[src/rtl/rx_frame_controller.sv]
// rx_frame_controller
//
// Receive-side frame sequencer. Hunts the raw line for SYNC_WORD, parses an
// 8-bit length header, gates the byte deserializer for exactly the payload
// bits and forwards each deserialized byte. When the RX_CHECKSUM_EN macro is
// defined, a trailing 8-bit mod-256 sum of the payload is read from the line
// and verified.
//
// Parameters:
//   SYNC_WORD  sync pattern, MSB first on the line
//   MAX_LEN    largest legal payload length in bytes (1..255)
//   TIMEOUT    max cycles in PAYLOAD between consecutive deser_valid pulses
//
// Ports:
//   clk          system clock, rising edge
//   reset        synchronous active-high reset
//   enable       level; low forces IDLE
//   serial_in    line bit, MSB first
//   deser_data   byte from the deserializer
//   deser_valid  deserializer byte strobe (asserted with the byte's 8th bit)
//   deser_start  enables/holds the deserializer; low clears it
//   byte_out     forwarded payload byte
//   byte_valid   1-cycle strobe with byte_out
//   frame_start  1-cycle pulse on sync detect
//   frame_done   1-cycle pulse on good frame end
//   frame_err    1-cycle pulse on frame abort
//   frame_len    length header of the current/last frame
//   busy         high in LEN, PAYLOAD and CHECK
module rx_frame_controller #(
  parameter logic [7:0]  SYNC_WORD = 8'hA5,
  parameter int unsigned MAX_LEN   = 64,
  parameter int unsigned TIMEOUT   = 32
) (
  input  logic       clk,
  input  logic       reset,
  input  logic       enable,
  input  logic       serial_in,
  input  logic [7:0] deser_data,
  input  logic       deser_valid,
  output logic       deser_start,
  output logic [7:0] byte_out,
  output logic       byte_valid,
  output logic       frame_start,
  output logic       frame_done,
  output logic       frame_err,
  output logic [7:0] frame_len,
  output logic       busy
);

  localparam int unsigned TW = $clog2(TIMEOUT + 1);

`ifdef RX_CHECKSUM_EN
  typedef enum logic [2:0] {StIdle, StHunt, StLen, StPayload, StCheck} state_t;
`else
  typedef enum logic [2:0] {StIdle, StHunt, StLen, StPayload} state_t;
`endif

  state_t        state_q;
  logic [7:0]    hunt_q;
  logic [7:0]    shift_q;
  logic [2:0]    bit_cnt_q;
  logic [7:0]    byte_cnt_q;
  logic [TW-1:0] tmo_q;
`ifdef RX_CHECKSUM_EN
  logic [7:0]    sum_q;
`endif

  logic [7:0] hunt_next;
  logic [7:0] shift_next;
  logic [7:0] byte_cnt_next;

  assign hunt_next     = {hunt_q[6:0], serial_in};
  assign shift_next    = {shift_q[6:0], serial_in};
  assign byte_cnt_next = byte_cnt_q + 8'd1;

  always_ff @(posedge clk) begin
    if (reset) begin
      state_q     <= StIdle;
      hunt_q      <= 8'h00;
      shift_q     <= 8'h00;
      bit_cnt_q   <= 3'd0;
      byte_cnt_q  <= 8'h00;
      tmo_q       <= '0;
`ifdef RX_CHECKSUM_EN
      sum_q       <= 8'h00;
`endif
      deser_start <= 1'b0;
      byte_out    <= 8'h00;
      byte_valid  <= 1'b0;
      frame_start <= 1'b0;
      frame_done  <= 1'b0;
      frame_err   <= 1'b0;
      frame_len   <= 8'h00;
      busy        <= 1'b0;
    end else begin
      // Strobes default low; each is raised only in its deciding cycle.
      frame_start <= 1'b0;
      frame_done  <= 1'b0;
      frame_err   <= 1'b0;
      byte_valid  <= 1'b0;
      if (!enable) begin
        // Silent abort: partial frame dropped, no done/err pulse.
        state_q     <= StIdle;
        deser_start <= 1'b0;
        busy        <= 1'b0;
      end else begin
        case (state_q)
          StIdle: begin
            state_q <= StHunt;
            hunt_q  <= 8'h00;
          end
          StHunt: begin
            hunt_q <= hunt_next;
            if (hunt_next == SYNC_WORD) begin
              state_q     <= StLen;
              frame_start <= 1'b1;
              bit_cnt_q   <= 3'd0;
              busy        <= 1'b1;
            end
          end
          StLen: begin
            shift_q   <= shift_next;
            bit_cnt_q <= bit_cnt_q + 3'd1;
            if (bit_cnt_q == 3'd7) begin
              if (shift_next == 8'h00 || {24'd0, shift_next} > MAX_LEN) begin
                frame_err <= 1'b1;
                busy      <= 1'b0;
                hunt_q    <= 8'h00;
                state_q   <= StHunt;
              end else begin
                frame_len   <= shift_next;
                byte_cnt_q  <= 8'h00;
`ifdef RX_CHECKSUM_EN
                sum_q       <= 8'h00;
`endif
                tmo_q       <= '0;
                deser_start <= 1'b1;
                state_q     <= StPayload;
              end
            end
          end
          StPayload: begin
            if (deser_valid) begin
              byte_out   <= deser_data;
              byte_valid <= 1'b1;
              byte_cnt_q <= byte_cnt_next;
              tmo_q      <= '0;
`ifdef RX_CHECKSUM_EN
              sum_q      <= sum_q + deser_data;
`endif
              if (byte_cnt_next == frame_len) begin
                deser_start <= 1'b0;
`ifdef RX_CHECKSUM_EN
                bit_cnt_q   <= 3'd0;
                state_q     <= StCheck;
`else
                frame_done  <= 1'b1;
                busy        <= 1'b0;
                hunt_q      <= 8'h00;
                state_q     <= StHunt;
`endif
              end
            end else if (tmo_q == TW'(TIMEOUT - 1)) begin
              frame_err   <= 1'b1;
              deser_start <= 1'b0;
              busy        <= 1'b0;
              hunt_q      <= 8'h00;
              state_q     <= StHunt;
            end else begin
              tmo_q <= tmo_q + TW'(1);
            end
          end
`ifdef RX_CHECKSUM_EN
          StCheck: begin
            shift_q   <= shift_next;
            bit_cnt_q <= bit_cnt_q + 3'd1;
            if (bit_cnt_q == 3'd7) begin
              if (shift_next == sum_q) begin
                frame_done <= 1'b1;
              end else begin
                frame_err <= 1'b1;
              end
              busy    <= 1'b0;
              hunt_q  <= 8'h00;
              state_q <= StHunt;
            end
          end
`endif
          default: state_q <= StIdle;
        endcase
      end
    end
  end

endmodule
[config.mk]
export PLATFORM = sky130hd
export DESIGN_NAME = rx_frame_controller
export DESIGN_NICKNAME = d
export VERILOG_FILES = /design/src/rtl/rx_frame_controller.sv
export SDC_FILE = /design/constraint.sdc
export NUM_CORES = 1
export LEC_CHECK = 0
export CORE_ASPECT_RATIO = 2
export CORE_UTILIZATION = 45
export DETAILED_ROUTE_END_ITERATION = 16
export PLACE_DENSITY_LB_ADDON = 0.12
export SYNTH_ARGS = -nofsm -noshare
export SYNTH_HDL_FRONTEND = slang
export SYNTH_SLANG_ARGS = --single-unit
[constraint.sdc]
create_clock -name clk -period 3.17 [get_ports clk]
set_input_delay 0.634 -clock clk [delete_from_list [all_inputs] [get_ports clk]]
set_output_delay 0.634 -clock clk [all_outputs]
set_load 0.005 [all_outputs]
-- Word level (Yosys, flattened, before mapping)
Index checks and enable logic that the tools add are counted.
- output and inout port bits: 22
- bits of input ports: 13
- bits in registers: 56
- word-level logic and storage cells: 101
- mux-type cells: 42
- $add $sub $neg: 3
- reductions and logical operators: 21
- bitwise logic cells: 5
- $lt $le $gt $ge: 1
- equal/unequal tests: 15
- operator list (operator ; number):
    7-bit 2-to-1 mux ; 5
    7-bit one-hot mux with 4 select lines ; 1
    6-bit 2-to-1 mux ; 4
    8-bit 2-to-1 mux ; 3
    3-bit 2-to-1 mux ; 6
    8-bit one-hot mux with 2 select lines ; 1
    1-bit 2-to-1 mux ; 15
    5-bit AND reduction ; 3
    3-bit one-hot mux with 4 select lines ; 1
    6-bit one-hot mux with 2 select lines ; 1
    6-bit AND reduction ; 2
    2-bit != test, second input constant ; 5
    3-bit != test, second input constant ; 3
    8-bit by 1-bit adder with 8-bit output, second input constant ; 1
    8-bit equality test ; 1
    8-bit equality test, second input constant ; 1
    8-bit by 7-bit greater-than comparator with 1-bit output, second input constant ; 1
    8-bit zero test ; 1
    4-bit AND reduction ; 2
    6-bit by 1-bit adder with 6-bit output, second input constant ; 1
    3-bit by 2-bit equality test with 1-bit output, second input constant ; 2
    6-bit by 5-bit equality test with 1-bit output, second input constant ; 1
    3-bit one-hot mux with 2 select lines ; 1
    3-bit AND reduction ; 2
    16 further kinds ; 23

-- Logic depth before layout (Yosys ltp)
- depth after elaboration: 5
- depth in mapped cells: 10

-- Least setup slack after synthesis
Ideal clock, no wire load.
- path kind: in2reg
- start point: input serial_in
- end point: register byte_cnt_q[3]
- path slack: 598 ps
- stages: 7
- arrival time: 2501 ps
- path buffers: 0
- library setup time: 70 ps
- cell sequence: or4_1 o31a_1 nor4_2 o21a_2 nand2_1 or3_1 a21oi_1
- cells in the longest elaborated chain, start to end: 4
- ends and longest elaborated chain (what ; RTL line ; source):
    from (decl) ; 37 ; input logic serial_in,
    8-bit by 7-bit greater-than comparator with 1-bit output or 8-bit zero test (tied branches) ; 125 ; if (shift_next == 8'h00 || {24'd0, shift_next} > MAX_LEN) begin
    1-bit logical OR * ; 125 ;
    2-bit != test (no line) * ; -- ;
    5-bit AND reduction (no line) * ; -- ;
    to (signal assigned) ; 146 ; byte_cnt_q <= byte_cnt_next;
    to (decl) ; 62 ; logic [7:0] byte_cnt_q;
Mark *: on every way between the ends. The rest lies on a longest branch, timed or not.
A chain may end at the register's enable or synchronous reset.

-- Worst setup path after layout
Ends and elaborated chain as after synthesis.

==> impl_results.md <==
- RD Place Congestion: 0.874
- Post-route ant nets: 0
- Worst Tran Pin Value: 557 ps
- Final Hold Viols: 0
- Buffers on Ports: 34
- Most used DFF post-synth: dfxtp_1
- Startpoint class of the critical path: input port
- Worst Hold End: byte_out[0]
- Final Max Tran Viols: 0
- Clock buffer depth: 2
- Die Ht: 113 um
- Drt first-iter violations: 114
- Drt drc: 2
- Initial DRT Pass Iterations: 10
- Initial core utilization: 0.465
- GRT Total Usage: 0.218
- Minimum clock period: 2810 ps
- Routed length per instance: 14.9 um
- Pleak: 1.16 nW
- Worst min path class: flop to flop
- Final clock skew: 5.75 ps
- Clock slew at reported path FFs: 70 ps
- Dpl ws: 67.6 ps
- H-tree Lvls: 2
- Die Span X: 57.7 um
- FMAX: 356 MHz
- Vias: 2503
- Vias per std cell: 5.75
- N_diodes: 0
- DP Wirelength: 4.88 mm
- Hold-fix buffers, CTS: 0
- Post-Route WL: 6.48 mm
- Fraction of layout instances using a drive strength above 1: 0.0860
- Largest net degree at the start of global routing: 37
- Slowest stage delay, CP: 550 ps
- IO Pins: 35
- Fin crit share: 0.886
- Critical R2R Launch: byte_cnt_q[0]
- Area delta synth->final: 21.1%
- Overflow after GRT: 0
- Std-Cell Rows: 40
- Slowest-stage cell, CP: or4_1
- Yosys Warn Count: 0
- Filler cell count: 580
- Crit Path Class: input port to flop
- Netlist cell types: 59
- Ys async rst share: 0
- Post-layout net count: 393
- Worst reg2reg setup slack: 430 ps
- Vias in the first global route: 2469
- First-pass GRT wire length: 11.1 mm
- Post_cts resized: 0
- Buf/Inv on CP: 1
- Layout Cell Area excl Fill: 3380 um^2
- HP Start: byte_out[0]
- Post-Syn Nets: 357
- CP Cell Sequence: clkdlybuf4s50_1 > or4_1 > o31a_1 > nor4_2 > o21a_2 > nand2_1 > or3_1 > a21oi_1
- Pwr/cell area: 386 nW/um^2
- Arrival @ worst endpoint: 3030 ps
- Worst reg2reg endpoint: hunt_q[1]
- RSZ-0062 raised after global routing: no
- Depth of the worst hold-timing path: 2
- Critical path fanouts, max: 5
- CTS tree: built
- Total Neg Setup Slack: 0 ps
- Crit path required time: 3390 ps
- Peak supply drop: 333 uV
- Initial antenna violation count: 0
- Area of the multi-input gates: 1580 um^2
- CTS Buf Count: 5
- Max Cap Violations: 0
- Fin util: 0.563
- Die Area: 6540 um^2
- Dpl cells: 427
- Slew headroom: 0.628
- R2r worst-path depth: 9
- Synthesized instance count: 335
- Number of flops mapped to enable cells by yosys: 0
- Post-Syn Area: 2790 um^2
- Status: finished with violations
- Clock Latency Late Sink: 290 ps
- Root Driver: clkbuf_16
- CORE AREA: 6010 um^2
- Sequential Area: 1100 um^2
- Final setup viols: 0
- Flops & latches, synth: 55
- Delay-heaviest family, CP: simple AND/OR/NAND/NOR gates
- Final non-filler cell total: 435
- Worst setup EP type: flop
- Final setup margin: 362 ps
- Post-CTS setup repair buffer count: 0
- Register area share after synthesis: 0.395
- Mean Syn Cell Area: 8.33 um^2
- Clock tree sinks: 55
- Violated checks: DRC
- Cell Area, Placed: 3240 um^2
## layout by cell type, fill, tap and decap left out, types with 5 or more instances in the layout
master           instances
a21oi_1                 31
buf_4                   13
clkbuf_16                5
clkdlybuf4s50_1         34
dfxtp_1                 55
ha_1                     9
mux2i_1                 17
nand2_1                 60
nand2b_1                15
nand3_1                 15
nor2_1                  19
nor2b_1                  8
nor3_1                   6
o21ai_0                  7
or3_1                    5
## cell families after synthesis
family / share of synthesized area
AOI/OAI and AO/OA: 0.146
muxes: 0.0650
and+or+nand+nor: 0.287
buffers and inverters: 0.0377
DFF: 0.395
xor gates and xnor gates: 0.0251
adders and majority gates: 0.0444
## cell usage after synthesis, drive strengths merged (4+ instances only)
| cell | instances | area share |
|---|---|---|
| a21oi | 31 | 0.056 |
| buf | 4 | 0.010 |
| clkbuf | 15 | 0.021 |
| dfxtp | 55 | 0.39 |
| ha | 9 | 0.040 |
| inv | 5 | 0.0067 |
| mux2i | 17 | 0.061 |
| nand2 | 60 | 0.081 |
| nand2b | 15 | 0.034 |
| nand3 | 16 | 0.030 |
| nand4b | 4 | 0.013 |
| nor2 | 20 | 0.028 |
| nor2b | 8 | 0.018 |
| nor3 | 7 | 0.014 |
| nor4 | 4 | 0.013 |
| o21ai | 9 | 0.017 |
| or3 | 5 | 0.011 |
| xnor2 | 4 | 0.013 |
| xor2 | 4 | 0.013 |
## worst reg2reg max path, stage by stage (launching register included)
cell	delay [ps]
dfxtp_1	460
ha_1	390
nand4b_1	150
a211oi_1	260
o211ai_1	150
a311oi_2	400
o21ai_2	140
or3b_1	410
buf_12	160
mux2i_1	110
## worst max-delay path by stage
| stage | cells after the start | slack, ps | from | endpoint |
|---|---|---|---|---|
| after global placement | 8 | 90 | serial_in | byte_cnt_q[3] |
| after global routing | 8 | 180 | serial_in | byte_cnt_q[3] |
| after CTS | 8 | 360 | serial_in | byte_cnt_q[3] |
| after floorplan | 7 | 600 | serial_in | byte_cnt_q[3] |
| final | 8 | 360 | serial_in | byte_cnt_q[3] |
| after detailed placement | 8 | 70 | serial_in | byte_cnt_q[3] |
## final cells by class
class,instances,share of cell area
inverter,5,0.00556
multi-input combinational,256,0.469
sequential,55,0.326
tap,63,0.0233
timing repair buffer,48,0.136
clock inverter,1,0.00148
clock buffer,7,0.0393
## stage by stage
step / hold WS, ps / total power [mW]
3_3_place_gp: 443 / 0.795
6_report: 454 / 1.30
4_1_cts: 460 / 1.32
3_5_place_dp: 449 / 0.796
5_1_grt: 483 / 1.35
2_1_floorplan: 443 / 0.758
## flip-flops by register name, summed over array words and instances, names as in the netlist
| register | count |
|---|---|
| bit_cnt_q | 3 |
| busy | 1 |
| byte_cnt_q | 8 |
| byte_out | 8 |
| byte_valid | 1 |
| deser_start | 1 |
| frame_done | 1 |
| frame_err | 1 |
| frame_len | 8 |
| frame_start | 1 |
| hunt_q | 7 |
| shift_q | 7 |
| state_q | 2 |
| tmo_q | 6 |
## power by group
group | switching [mW] | leakage (nW) | internal (mW)
clock network | 0.233 | 0.0679 | 0.292
logic | 0.0413 | 0.645 | 0.0412
registers | 0.00291 | 0.443 | 0.694
## metal layers
layer | track usage | vias to the layer above | share of wire
li1 | - | 1243 | -
met1 | 0.228 | 1182 | 0.39
met2 | 0.400 | 57 | 0.54
met3 | 0.0389 | 21 | 0.036
met4 | 0.111 | 0 | 0.038
met5 | 0 | - | 0
(Power assumes the default switching activity.)
